### config.mk
export PLATFORM = sky130hd
export DESIGN_NAME = pwm_btn_ctrl_flat
export DESIGN_NICKNAME = d
export VERILOG_FILES = /design/src/rtl/pwm_btn_ctrl_if.sv /design/src/rtl/pwm_btn_ctrl.sv /design/src/flat_wrapper.sv
export SDC_FILE = /design/constraint.sdc
export NUM_CORES = 1
export LEC_CHECK = 0
export ABC_AREA = 0
export CELL_PAD_IN_SITES_DETAIL_PLACEMENT = 1
export CELL_PAD_IN_SITES_GLOBAL_PLACEMENT = 1
export CORE_MARGIN = 4
export CORE_UTILIZATION = 49
export CTS_CLUSTER_DIAMETER = 80
export DETAILED_ROUTE_END_ITERATION = 8
export PLACE_DENSITY_LB_ADDON = 0.1
export SLEW_MARGIN = 20
export SYNTH_ARGS = -nofsm -noshare
export SYNTH_HDL_FRONTEND = slang
export SYNTH_SLANG_ARGS = --single-unit
### constraint.sdc
create_clock -name clk_in -period 2.2 [get_ports clk_in]
set_input_delay 0.66 -clock clk_in [delete_from_list [all_inputs] [get_ports clk_in]]
set_output_delay 0.66 -clock clk_in [all_outputs]
set_load 0.1 [all_outputs]
### src/rtl/pwm_btn_ctrl_if.sv
// Button/pulse bundle between the push-button front end and its neighbours.
//   inc_btn, dec_btn : raw push-button levels (asynchronous, may bounce)
//   inc, dec         : one-cycle adjust pulses toward the PWM duty generator
//   lock             : high while both buttons are held (conflict)
// master drives the buttons and observes the pulses; slave is the controller.
interface pwm_btn_ctrl_if;
    logic inc_btn;
    logic dec_btn;
    logic inc;
    logic dec;
    logic lock;

    modport master (output inc_btn, output dec_btn, input inc, input dec, input lock);
    modport slave  (input inc_btn, input dec_btn, output inc, output dec, output lock);
endinterface

### src/rtl/pwm_btn_ctrl.sv
// pwm_btn_ctrl: push-button front end for the PWM duty-cycle generator.
// Each raw button is 2-FF synchronised, debounced and edge-detected. A clean
// press gives a single-cycle inc/dec pulse. Pressing both buttons locks out
// all pulses until both are released.
//   clk_in : system clock, rising edge
//   rst    : asynchronous active-low reset
//   bus    : pwm_btn_ctrl_if.slave (inc_btn/dec_btn in; inc/dec/lock out, all registered)
// Build option: define AUTO_REPEAT_EN to add the hold-to-repeat behaviour
// (REPEAT state and repeat counter). Without it each debounced press gives
// exactly one pulse and REPEAT_DELAY/REPEAT_RATE have no effect.
//
// state  | meaning
// IDLE   | no button accepted; waiting for a debounced rising level
// HOLD   | one button held after its first pulse (dir says which)
// REPEAT | button still held, pulsing every REPEAT_RATE cycles (AUTO_REPEAT_EN only)
// LOCK   | both buttons held; no pulses until both are released
module pwm_btn_ctrl #(
    parameter int DB_CYCLES    = 16,
    parameter int REPEAT_DELAY = 200,
    parameter int REPEAT_RATE  = 50,
    parameter int CNT_W        = 16
) (
    input logic           clk_in,
    input logic           rst,
    pwm_btn_ctrl_if.slave bus
);

    if (DB_CYCLES < 1 || REPEAT_DELAY < 1 || REPEAT_RATE < 1 ||
        DB_CYCLES > (1 << CNT_W) || REPEAT_DELAY > (1 << CNT_W) ||
        REPEAT_RATE > (1 << CNT_W)) begin : g_param_check
        $error("pwm_btn_ctrl: parameter out of range for CNT_W");
    end

    localparam logic [CNT_W-1:0] DB_LAST = CNT_W'(DB_CYCLES - 1);

`ifdef AUTO_REPEAT_EN
    localparam logic [CNT_W-1:0] DELAY_LAST = CNT_W'(REPEAT_DELAY - 1);
    localparam logic [CNT_W-1:0] RATE_LAST  = CNT_W'(REPEAT_RATE - 1);
    typedef enum logic [1:0] {IDLE, HOLD, REPEAT, LOCK} state_t;
`else
    typedef enum logic [1:0] {IDLE, HOLD, LOCK} state_t;
`endif

    // Bit 0 is the increment button, bit 1 the decrement button.
    logic [1:0]       raw;
    logic [1:0]       sync1;
    logic [1:0]       sync2;
    logic [1:0]       stable;
    logic [1:0]       stable_d;
    logic [1:0]       rise;
    logic [CNT_W-1:0] db_cnt [2];

    state_t state, state_nx;
    logic   dir, dir_nx;          // 0 = inc held, 1 = dec held
    logic   inc_nx, dec_nx;
    logic   inc_q, dec_q, lock_q;
    logic   own_lvl, other_lvl;
`ifdef AUTO_REPEAT_EN
    logic [CNT_W-1:0] rcnt, rcnt_nx;
`endif

    assign raw = {bus.dec_btn, bus.inc_btn};

    always_ff @(posedge clk_in or negedge rst) begin
        if (!rst) begin
            sync1     <= '0;
            sync2     <= '0;
            stable    <= '0;
            stable_d  <= '0;
            db_cnt[0] <= '0;
            db_cnt[1] <= '0;
        end else begin
            sync1    <= raw;
            sync2    <= sync1;
            stable_d <= stable;
            for (int i = 0; i < 2; i++) begin
                // Any cycle that agrees with the accepted level restarts the count,
                // so a bounce anywhere inside the window rejects the change.
                if (sync2[i] == stable[i]) begin
                    db_cnt[i] <= '0;
                end else if (db_cnt[i] == DB_LAST) begin
                    stable[i] <= sync2[i];
                    db_cnt[i] <= '0;
                end else if (db_cnt[i] != '1) begin
                    db_cnt[i] <= db_cnt[i] + 1'b1;
                end
            end
        end
    end

    assign rise      = stable & ~stable_d;
    assign own_lvl   = dir ? stable[1] : stable[0];
    assign other_lvl = dir ? stable[0] : stable[1];

    always_comb begin
        state_nx = state;
        dir_nx   = dir;
        inc_nx   = 1'b0;
        dec_nx   = 1'b0;
`ifdef AUTO_REPEAT_EN
        rcnt_nx  = '0;
`endif
        case (state)
            IDLE: begin
                if (stable[0] && stable[1]) begin
                    state_nx = LOCK;
                end else if (rise[0]) begin
                    inc_nx   = 1'b1;
                    dir_nx   = 1'b0;
                    state_nx = HOLD;
                end else if (rise[1]) begin
                    dec_nx   = 1'b1;
                    dir_nx   = 1'b1;
                    state_nx = HOLD;
                end
            end
            HOLD: begin
                if (!own_lvl) begin
                    state_nx = IDLE;
                end else if (other_lvl) begin
                    state_nx = LOCK;
                end
`ifdef AUTO_REPEAT_EN
                else if (rcnt == DELAY_LAST) begin
                    inc_nx   = ~dir;
                    dec_nx   = dir;
                    state_nx = REPEAT;
                end else begin
                    rcnt_nx = (rcnt == '1) ? rcnt : rcnt + 1'b1;
                end
`endif
            end
`ifdef AUTO_REPEAT_EN
            REPEAT: begin
                if (!own_lvl) begin
                    state_nx = IDLE;
                end else if (other_lvl) begin
                    state_nx = LOCK;
                end else if (rcnt == RATE_LAST) begin
                    inc_nx = ~dir;
                    dec_nx = dir;
                end else begin
                    rcnt_nx = (rcnt == '1) ? rcnt : rcnt + 1'b1;
                end
            end
`endif
            LOCK: begin
                if (!stable[0] && !stable[1]) begin
                    state_nx = IDLE;
                end
            end
            default: state_nx = IDLE;
        endcase
    end

    always_ff @(posedge clk_in or negedge rst) begin
        if (!rst) begin
            state  <= IDLE;
            dir    <= 1'b0;
            inc_q  <= 1'b0;
            dec_q  <= 1'b0;
            lock_q <= 1'b0;
`ifdef AUTO_REPEAT_EN
            rcnt   <= '0;
`endif
        end else begin
            state  <= state_nx;
            dir    <= dir_nx;
            inc_q  <= inc_nx;
            dec_q  <= dec_nx;
            lock_q <= (state_nx == LOCK);
`ifdef AUTO_REPEAT_EN
            rcnt   <= rcnt_nx;
`endif
        end
    end

    assign bus.inc  = inc_q;
    assign bus.dec  = dec_q;
    assign bus.lock = lock_q;

endmodule
### src/flat_wrapper.sv
// flat-port wrapper written by rule: the top's interface ports become plain ports
module pwm_btn_ctrl_flat 
#(
    parameter int DB_CYCLES    = 16,
    parameter int REPEAT_DELAY = 200,
    parameter int REPEAT_RATE  = 50,
    parameter int CNT_W        = 16
)
  (clk_in, rst, bus_inc_btn, bus_dec_btn, bus_inc, bus_dec, bus_lock);
  pwm_btn_ctrl_if bus_i ();
  input logic clk_in;
  input logic rst;
  input wire logic [$bits(bus_i.inc_btn)-1:0] bus_inc_btn;
  input wire logic [$bits(bus_i.dec_btn)-1:0] bus_dec_btn;
  output wire logic [$bits(bus_i.inc)-1:0] bus_inc;
  output wire logic [$bits(bus_i.dec)-1:0] bus_dec;
  output wire logic [$bits(bus_i.lock)-1:0] bus_lock;
  assign bus_i.inc_btn = bus_inc_btn;
  assign bus_i.dec_btn = bus_dec_btn;
  assign bus_inc = bus_i.inc;
  assign bus_dec = bus_i.dec;
  assign bus_lock = bus_i.lock;
  pwm_btn_ctrl #(.DB_CYCLES(DB_CYCLES), .REPEAT_DELAY(REPEAT_DELAY), .REPEAT_RATE(REPEAT_RATE), .CNT_W(CNT_W)) u_core (.clk_in(clk_in), .rst(rst), .bus(bus_i));
endmodule
==> results of run 1 <==
==> critical path, delay by kind of cell (launching register included) <==
kind,cells,cell delay (ns)
AND/OR/NAND/NOR,3,0.94
flip-flops,1,0.42
adder cells (fa/ha/maj),1,0.24
AO/OA/AOI/OAI,1,0.20
==> cell usage in the layout (no fill, tap or decap), drive strengths merged, types with 3 or more instances in the layout <==
cell type / count
xnor2: 20
and3: 4
o22a: 3
a21oi: 8
nor2: 10
o21ai: 22
nand3: 12
nand2: 8
nor3: 8
nor4: 15
inv: 11
dfrtp: 46
mux2: 4
clkbuf: 5
buf: 6
nand4: 8
==> area by class of cell <==
| type | count | area [um2] | share of cell area [%] |
|---|---|---|---|
| clock buffers | 5 | 68.8 | 2.77 |
| flip-flops and latches | 46 | 1150 | 46.3 |
| clock inverters | 3 | 25.0 | 1.01 |
| well taps | 52 | 65.1 | 2.61 |
| inverters | 10 | 37.5 | 1.51 |
| repair buffers | 8 | 75.1 | 3.02 |
| multi-input cells | 149 | 1070 | 42.8 |
==> per-stage QoR <==
stage | area (um2) | setup WS, ns | power, W | utilization [%]
after floorplan | 2290 | 0.594 | 0.000922 | -
after global placement | 2390 | 0.448 | 0.000953 | 53.9
after detailed placement | 2390 | 0.322 | 0.000959 | 53.9
after CTS | 2490 | 0.325 | 0.00149 | 56.0
after global routing | 2490 | 0.185 | 0.00154 | 56.0
final | 2490 | 0.337 | 0.00147 | 56.0
==> cells in the mapped netlist (3+ instances only) <==
cell,instances
nand4_1,7
inv_1,10
nand3_2,3
o21ai_1,3
nand2_1,6
a21oi_1,6
o21ai_0,11
o22a_1,3
xnor2_1,20
and3_1,4
nand3_1,9
mux2_2,4
nor3_1,5
dfrtp_1,46
o21ai_2,8
nor2_1,10
nor4_1,14
==> power by group through the flow <==
stage          combinational [W]  sequential, W  clock (W)
6_report               0.0000687       0.000872   0.000524
2_1_floorplan          0.0000366       0.000886          0
3_5_place_dp           0.0000703       0.000889          0
4_1_cts                0.0000707       0.000872   0.000545
3_3_place_gp           0.0000663       0.000887          0
5_1_grt                0.0000777       0.000875   0.000590
==> layer usage <==
layer  track usage [%]  routed length (um)
met1              23.2                2210
met2              31.4                2510
met3              4.14                 185
met4              5.80                  19
met5                 0                   0
==> worst paths after layout <==
check,slack (ns),start,cells past startpoint,endpoint
setup / recovery,0.34,u_core.db_cnt[16],5,u_core.db_cnt[31]
hold / removal,0.32,rst,1,u_core.db_cnt[23]
setup reg to reg,0.34,u_core.db_cnt[16],5,u_core.db_cnt[31]
hold reg to reg,0.37,u_core.sync1[1],0,u_core.sync2[1]
max in group asynchronous,1.36,rst,2,u_core.db_cnt[18]
min in group clk_in,0.37,u_core.sync1[1],0,u_core.sync2[1]
==> flip-flops by register name, summed over array words and instances, names as in the netlist <==
register / cells
u_core.db_cnt: 32
u_core.stable: 2
u_core.stable_d: 2
u_core.state: 2
u_core.sync1: 2
u_core.sync2: 2
u_core.bus.dec: 1
u_core.bus.inc: 1
u_core.bus.lock: 1
u_core.dir: 1
==> kinds of logic after synthesis <==
logic type / count (synthesis) / share of synthesized area, %
adders and majority gates: 2 / 1.09
xor gates and xnor gates: 22 / 8.40
AOI/OAI and AO/OA: 48 / 14.9
DFF: 46 / 50.2
buffers and inverters: 15 / 3.38
and+or+nand+nor: 73 / 20.1
muxes: 4 / 1.96
==> results_dict.tcl, run 1 <==
set metrics [dict create \
    ant_nets 0 \
    ys_warn_count 0 \
    cts_tree "yes" \
    p_switching_w 0.000351 \
    worstMarginPinSlew_ns 0.566 \
    syn_area_per_cell_um2 10.9 \
    path_cells "ha_1 > nand3_2 > nor4_4 > nand2_2 > a31oi_1" \
    worstSkewPairLatency_ns 0.30 \
    die-height_um 76.4 \
    netlist_instances 210 \
    clock_power_share_pct 35.8 \
    ys_ff_latch 46 \
    cts_hold_buffers 0 \
    synth_top_area_share_pct 50.2 \
    yosys.cell_types.count 45 \
    fmax_mhz 537 \
    numPortBuffers 6 \
    cts-buffers-inserted 5 \
    vias 1681 \
    syn-cell-area_mm2 0.00229 \
    synth_top_area_cell "dfrtp_1" \
    final_max_slew_viol_count 0 \
    critical_path_class "reg2reg" \
    grt_max_degree 28 \
    wl_mm 4.93 \
    hold_ws_ns 0.318 \
    period_share_pct 84.7 \
    final_nets 226 \
    start_util_pct 51.6 \
    post-cts-setup-buffers 0 \
    final-instance-count-excl-fill 273 \
    num_rows 24 \
    post-place-cells 265 \
    async_reset_ff_share_pct 100 \
    power_frac_seq_pct 59.5 \
    swShare_pct 24.0 \
    grt_usage_pct 18.4 \
    wl_per_cell_um 18.0 \
    grt_pass1_wl_mm 8.71 \
    critPathSlowestCell "nor4_4" \
    drcViolationCount 0 \
    arrival_ns 2.09 \
    fill_cells 497 \
    syn2layout_area_growth_pct 8.45 \
    fin_skew_ns 0.0103 \
    endpoint_kind "register" \
    hpwl_mm 3.66 \
    place_congestion 0.801 \
    antenna_found_initial 0 \
    drive_gt1_share_pct 17.6 \
    cts_resized 0 \
    cts.sinks 46 \
    outcome "completed" \
    ys_seq_area_share_pct 50.2 \
    hold_class "in2async" \
    maxSlewHeadroom_pct 61.9 \
    fin_tns_setup_ns 0 \
    setup_viol 0 \
    synth_nets 216 \
    leakage_nw 1.03 \
    chipWidth_um 76.4 \
    comb_power_share_pct 4.7 \
    startpoint_type "register" \
    cts.clk_slew.worst_paths_ns 0.09 \
    grt-ovfl-total 0 \
    grt_pass1_vias 1808 \
    powerDensity_mw_per_mm2 589 \
    synth_edf_count 0 \
    cap_violations 0 \
    fin_crit_ns 1.86 \
    io_pins 7 \
    max_stage_delay_ns 0.44 \
    cts_max_level 2 \
    rsz0062_at_grt "false" \
    synth_ff_type "dfrtp_1" \
    routed_via_density 6.16 \
    initialDrtViolationCount 103 \
    firstDrtPassIters 6 \
    insertedDiodeCount 0 \
    cp.required_ns 2.43 \
    peakVddDrop_mv 0.414 \
    crit_fanout 13 \
    max-clock-path-buffers 2 \
    hold_violations 0 \
    core_mm2 0.00444 \
    synthTopCellsByArea "dfrtp_1 (50%), xnor2_1 (7.6%), nor4_1 (3.8%), o21ai_2 (3.1%), o21ai_0 (2.4%)" \
    dieArea_mm2 0.00584 \
    root_buffer "clkbuf_8" \
    p_int_w 0.00111 \
]
Power figures use the tool's default switching activity.
==> run 2: changes to the inputs <==
clock period = 1.8 ns   (was 2.2 ns; I/O delays follow)
==> results_dict.tcl, run 2 (synthesis gave the netlist of run 1 again) <==
set metrics [dict create \
    largest_reg_flops 32 \
    drcViolationCount 0 \
    layout_common_cells "dfrtp_1 (46), xnor2_1 (20), buf_4 (19), o21ai_0 (11)" \
    wl_mm 5.73 \
    hold_violations 0 \
    wl_per_cell_um 19.7 \
    hold_class "in2async" \
    fmax_mhz 587 \
    setup_viol 0 \
    arrival_ns 1.90 \
    cts_max_level 2 \
    critical_path_class "reg2reg" \
    final_nets 244 \
    endpoint_kind "register" \
    fin_tns_setup_ns 0 \
    grt_max_degree 47 \
    cts_tree "yes" \
    fin_util_pct 60.7 \
    dieArea_mm2 0.00584 \
    cts_hold_buffers 0 \
    startpoint_type "register" \
    io_pins 7 \
    final_max_slew_viol_count 0 \
    grt-ovfl-total 0 \
    fin_crit_ns 1.70 \
    hpwl_mm 4.01 \
    hold_ws_ns 0.194 \
    drive_gt1_share_pct 26.4 \
    ant_nets 0 \
    numPortBuffers 6 \
    peakVddDrop_mv 0.532 \
    largest_register "u_core.db_cnt" \
    num_rows 24 \
    maxSlewHeadroom_pct 65.8 \
    grt_pass1_wl_mm 9.87 \
    worstSkewPairLatency_ns 0.30 \
    routed_via_density 6.27 \
    powerDensity_mw_per_mm2 675 \
    r2r_cells 4 \
    r2r_start "u_core.db_cnt[10]" \
    cts.sinks 46 \
    syn2layout_area_growth_pct 17.6 \
    leakage_nw 1.15 \
    root_buffer "clkbuf_8" \
    cp.required_ns 1.99 \
    crit_fanout 8 \
    vias 1825 \
    worstMarginPinSlew_ns 0.505 \
    final_common_cell "dfrtp_1" \
    place_congestion 0.836 \
    chipWidth_um 76.4 \
    cts.clk_slew.worst_paths_ns 0.09 \
    fin_skew_ns 0.00649 \
    timing.rr.end "u_core.db_cnt[0]" \
    outcome "completed" \
    die-height_um 76.4 \
    initialDrtViolationCount 90 \
    antenna_found_initial 0 \
    period_share_pct 94.6 \
    grt_pass1_vias 1976 \
    insertedDiodeCount 0 \
    max-clock-path-buffers 2 \
    rrSetupSlack_ns 0.1 \
    core_mm2 0.00444 \
    start_util_pct 51.6 \
    firstDrtPassIters 4 \
    cap_violations 0 \
    grt_usage_pct 21.1 \
    cts-buffers-inserted 5 \
]
-- run 2: critical path, stage by stage, from the launching register on --
cell	delay (ns)
dfrtp_1	0.51
nand3_1	0.20
nor3_2	0.46
a21oi_2	0.15
mux2_2	0.28
-- run 2: layout make-up --
cell class	count	area [um2]
Fill cell	481	1750
Sequential cell	46	1150
Multi-Input combinational cell	149	1100
Timing Repair Buffer	26	248
Clock buffer	7	86.3
Tap cell	52	65.1
Inverter	10	37.5
Clock inverter	1	5.00
-- run 2: worst max path at each step --
| stage | from | to | slack, ns | depth (start not counted) |
|---|---|---|---|---|
| floorplan | u_core.db_cnt[16] | u_core.db_cnt[16] | 0.19 | 5 |
| CTS | u_core.db_cnt[1] | u_core.db_cnt[6] | 0.01 | 5 |
| global route | u_core.db_cnt[16] | u_core.db_cnt[26] | -0.003 | 6 |
| finish | u_core.db_cnt[10] | u_core.db_cnt[0] | 0.1 | 4 |
| global placement | u_core.db_cnt[16] | u_core.db_cnt[31] | 0.13 | 5 |
| detailed placement | u_core.db_cnt[16] | u_core.db_cnt[31] | -0.003 | 5 |
-- run 2: report_power, final --
group / switching (W) / internal (W)
sequential: 0.0000183 / 0.00105
combinational: 0.0000541 / 0.0000389
clock: 0.000351 / 0.000310
total: 0.000423 / 0.00140
-- run 2: metal layers --
metal	vias to the layer above	global-route usage, %	wire length (um)
li1	838	-	-
met1	918	26.8	2470
met2	48	35.1	2870
met3	21	4.14	235
met4	0	8.88	156
met5	-	0	0
-- run 2: what timing repair did --
item	in CTS	in global routing
pin swaps	0	3
buffers inserted	0	2
hold endpoints to repair	0	0
cloned	0	0
gates resized for setup	1	7
endpoints found under the setup margin	2	28
-- run 2: stage by stage --
stage | total power (W) | cells | worst slack, ns | cell area [um2]
6_report | 0.00182 | 291 | 0.0973 | 2700
4_1_cts | 0.00184 | 289 | 0.0126 | 2650
5_1_grt | 0.00191 | 291 | -0.00317 | 2700
2_1_floorplan | 0.00113 | 210 | 0.194 | 2290
3_5_place_dp | 0.00118 | 281 | -0.00327 | 2550
3_3_place_gp | 0.00117 | 281 | 0.129 | 2550
==> run 3: changes to the inputs <==
CORE_UTILIZATION = 44   (was 49)
clock period = 1.48 ns   (was 1.8 ns; I/O delays follow)
==> results_dict.tcl, run 3 (synthesis gave the netlist of run 1 again) <==
set metrics [dict create \
    io_pins 7 \
    cts_tree "yes" \
    outcome "complete, but fails checks" \
    drive_gt1_share_pct 56.3 \
    die-height_um 80.2 \
    core_mm2 0.00507 \
    final-instance-count-excl-fill 372 \
    start_util_pct 45.2 \
    vias 2233 \
    max_stage_delay_ns 0.47 \
    syn2layout_area_growth_pct 62.2 \
    fin_util_pct 73.3 \
    post-place-cells 344 \
    root_buffer "clkbuf_8" \
    powerDensity_mw_per_mm2 676 \
    rsz0062_at_grt "true" \
    place_congestion 0.889 \
    fill_cells 483 \
    cts.clk_slew.worst_paths_ns 0.10 \
    grt_usage_pct 26.5 \
    wl_per_cell_um 26.6 \
    cp.buffers_inverters 1 \
    fin_skew_ns 0.00263 \
    grt_pass1_wl_mm 12.8 \
    grt_use_met3_pct 4.37 \
    firstDrtPassIters 4 \
    numPortBuffers 6 \
    peakVddDrop_mv 0.980 \
    setup_viol 35 \
    critPathSlowestCell "dfrtp_1" \
    dieArea_mm2 0.00643 \
    critPathTopFamily "flip-flops" \
    cp.required_ns 1.69 \
    violations "negative setup slack" \
    routed_via_density 6.00 \
    worstSkewPairLatency_ns 0.32 \
    largest_register "u_core.db_cnt" \
    seq_area_mm2 0.00116 \
    busiest_layer "met2" \
    leakage_nw 1.69 \
    grt_pass1_vias 2416 \
    largest_reg_flops 32 \
    dp_slack_ns -0.170 \
    final_common_cell "buf_4" \
    hold_ws_ns 0.0993 \
    chipWidth_um 80.2 \
    grtUsageMet2_pct 50.7 \
    cap_violations 0 \
    initialDrtViolationCount 100 \
    cts_hold_buffers 0 \
    drcViolationCount 0 \
    final_max_slew_viol_count 0 \
    worst_slack_ns -0.291 \
    grt-ovfl-total 0 \
    multi_input_comb_area_mm2 0.00148 \
    fin_tns_setup_ns -4.95 \
    cts-buffers-inserted 5 \
    antenna_found_initial 0 \
    fmax_mhz 565 \
    endpoint_kind "register" \
    hpwl_mm 4.48 \
    final_nets 307 \
    hold_class "in2async" \
    arrival_ns 1.98 \
    ant_nets 0 \
    path_cells "nor4_1 > buf_4 > a41o_4 > a21oi_4 > mux2_2" \
    worstMarginPinSlew_ns 0.653 \
    maxSlewHeadroom_pct 56.1 \
    max-clock-path-buffers 2 \
    layout_common_cells "buf_4 (56), dfrtp_1 (41), buf_6 (22), xnor2_1 (17), o21ai_2 (13)" \
    period_share_pct 120 \
    fin_crit_ns 1.77 \
    hold_violations 0 \
    use_met1_pct 28.4 \
    num_rows 26 \
    crit_fanout 5 \
    insertedDiodeCount 0 \
    critical_path_class "reg2reg" \
    wl_mm 9.89 \
    grt_max_degree 47 \
    cts_max_level 2 \
    startpoint_type "register" \
    cts.sinks 46 \
]
run 3: what timing repair did:
action	CTS	global route
buffers inserted	10	11
pin swaps	12	26
resized for setup	40	63
endpoints found under the setup margin	34	36
run 3: cell type report:
type                    instances  area share (%)
inverters                      10            1.01
clock inverters                 3            1.18
well taps                      70            2.35
repair buffers                 89            22.8
flip-flops and latches         46            31.1
clock buffers                   5            1.85
multi-input cells             149            39.7
run 3: layer usage:
layer	vias up	part of all wire, %
li1	962	-
met1	1156	36
met2	72	55
met3	43	3.6
met4	0	5.8
met5	-	0
run 3: stage by stage:
stage                     power, W  instance area (um2)
after floorplan            0.00137                 2300
after global placement     0.00145                 2930
after detailed placement   0.00146                 2930
after CTS                  0.00243                 3340
after global routing       0.00259                 3720
final                      0.00252                 3720
run 3: final timing paths:
path | start | end | slack, ns | cells after the start
min in group clk_in | u_core.sync1[0] | u_core.sync2[0] | 0.37 | 0
worst min-delay path | rst | u_core.db_cnt[26] | 0.1 | 2
worst max-delay path | u_core.db_cnt[23] | u_core.db_cnt[16] | -0.29 | 5
worst min register to register | u_core.sync1[0] | u_core.sync2[0] | 0.37 | 0
worst max register to register | u_core.db_cnt[23] | u_core.db_cnt[16] | -0.29 | 5
max in group asynchronous | rst | u_core.db_cnt[4] | 1.15 | 2
run 3: power by group:
| part | internal [W] | total, W | switching, W |
|---|---|---|---|
| clock | 0.000507 | 0.00102 | 0.000510 |
| combinational | 0.0000933 | 0.000197 | 0.000104 |
| sequential | 0.00128 | 0.00130 | 0.0000276 |
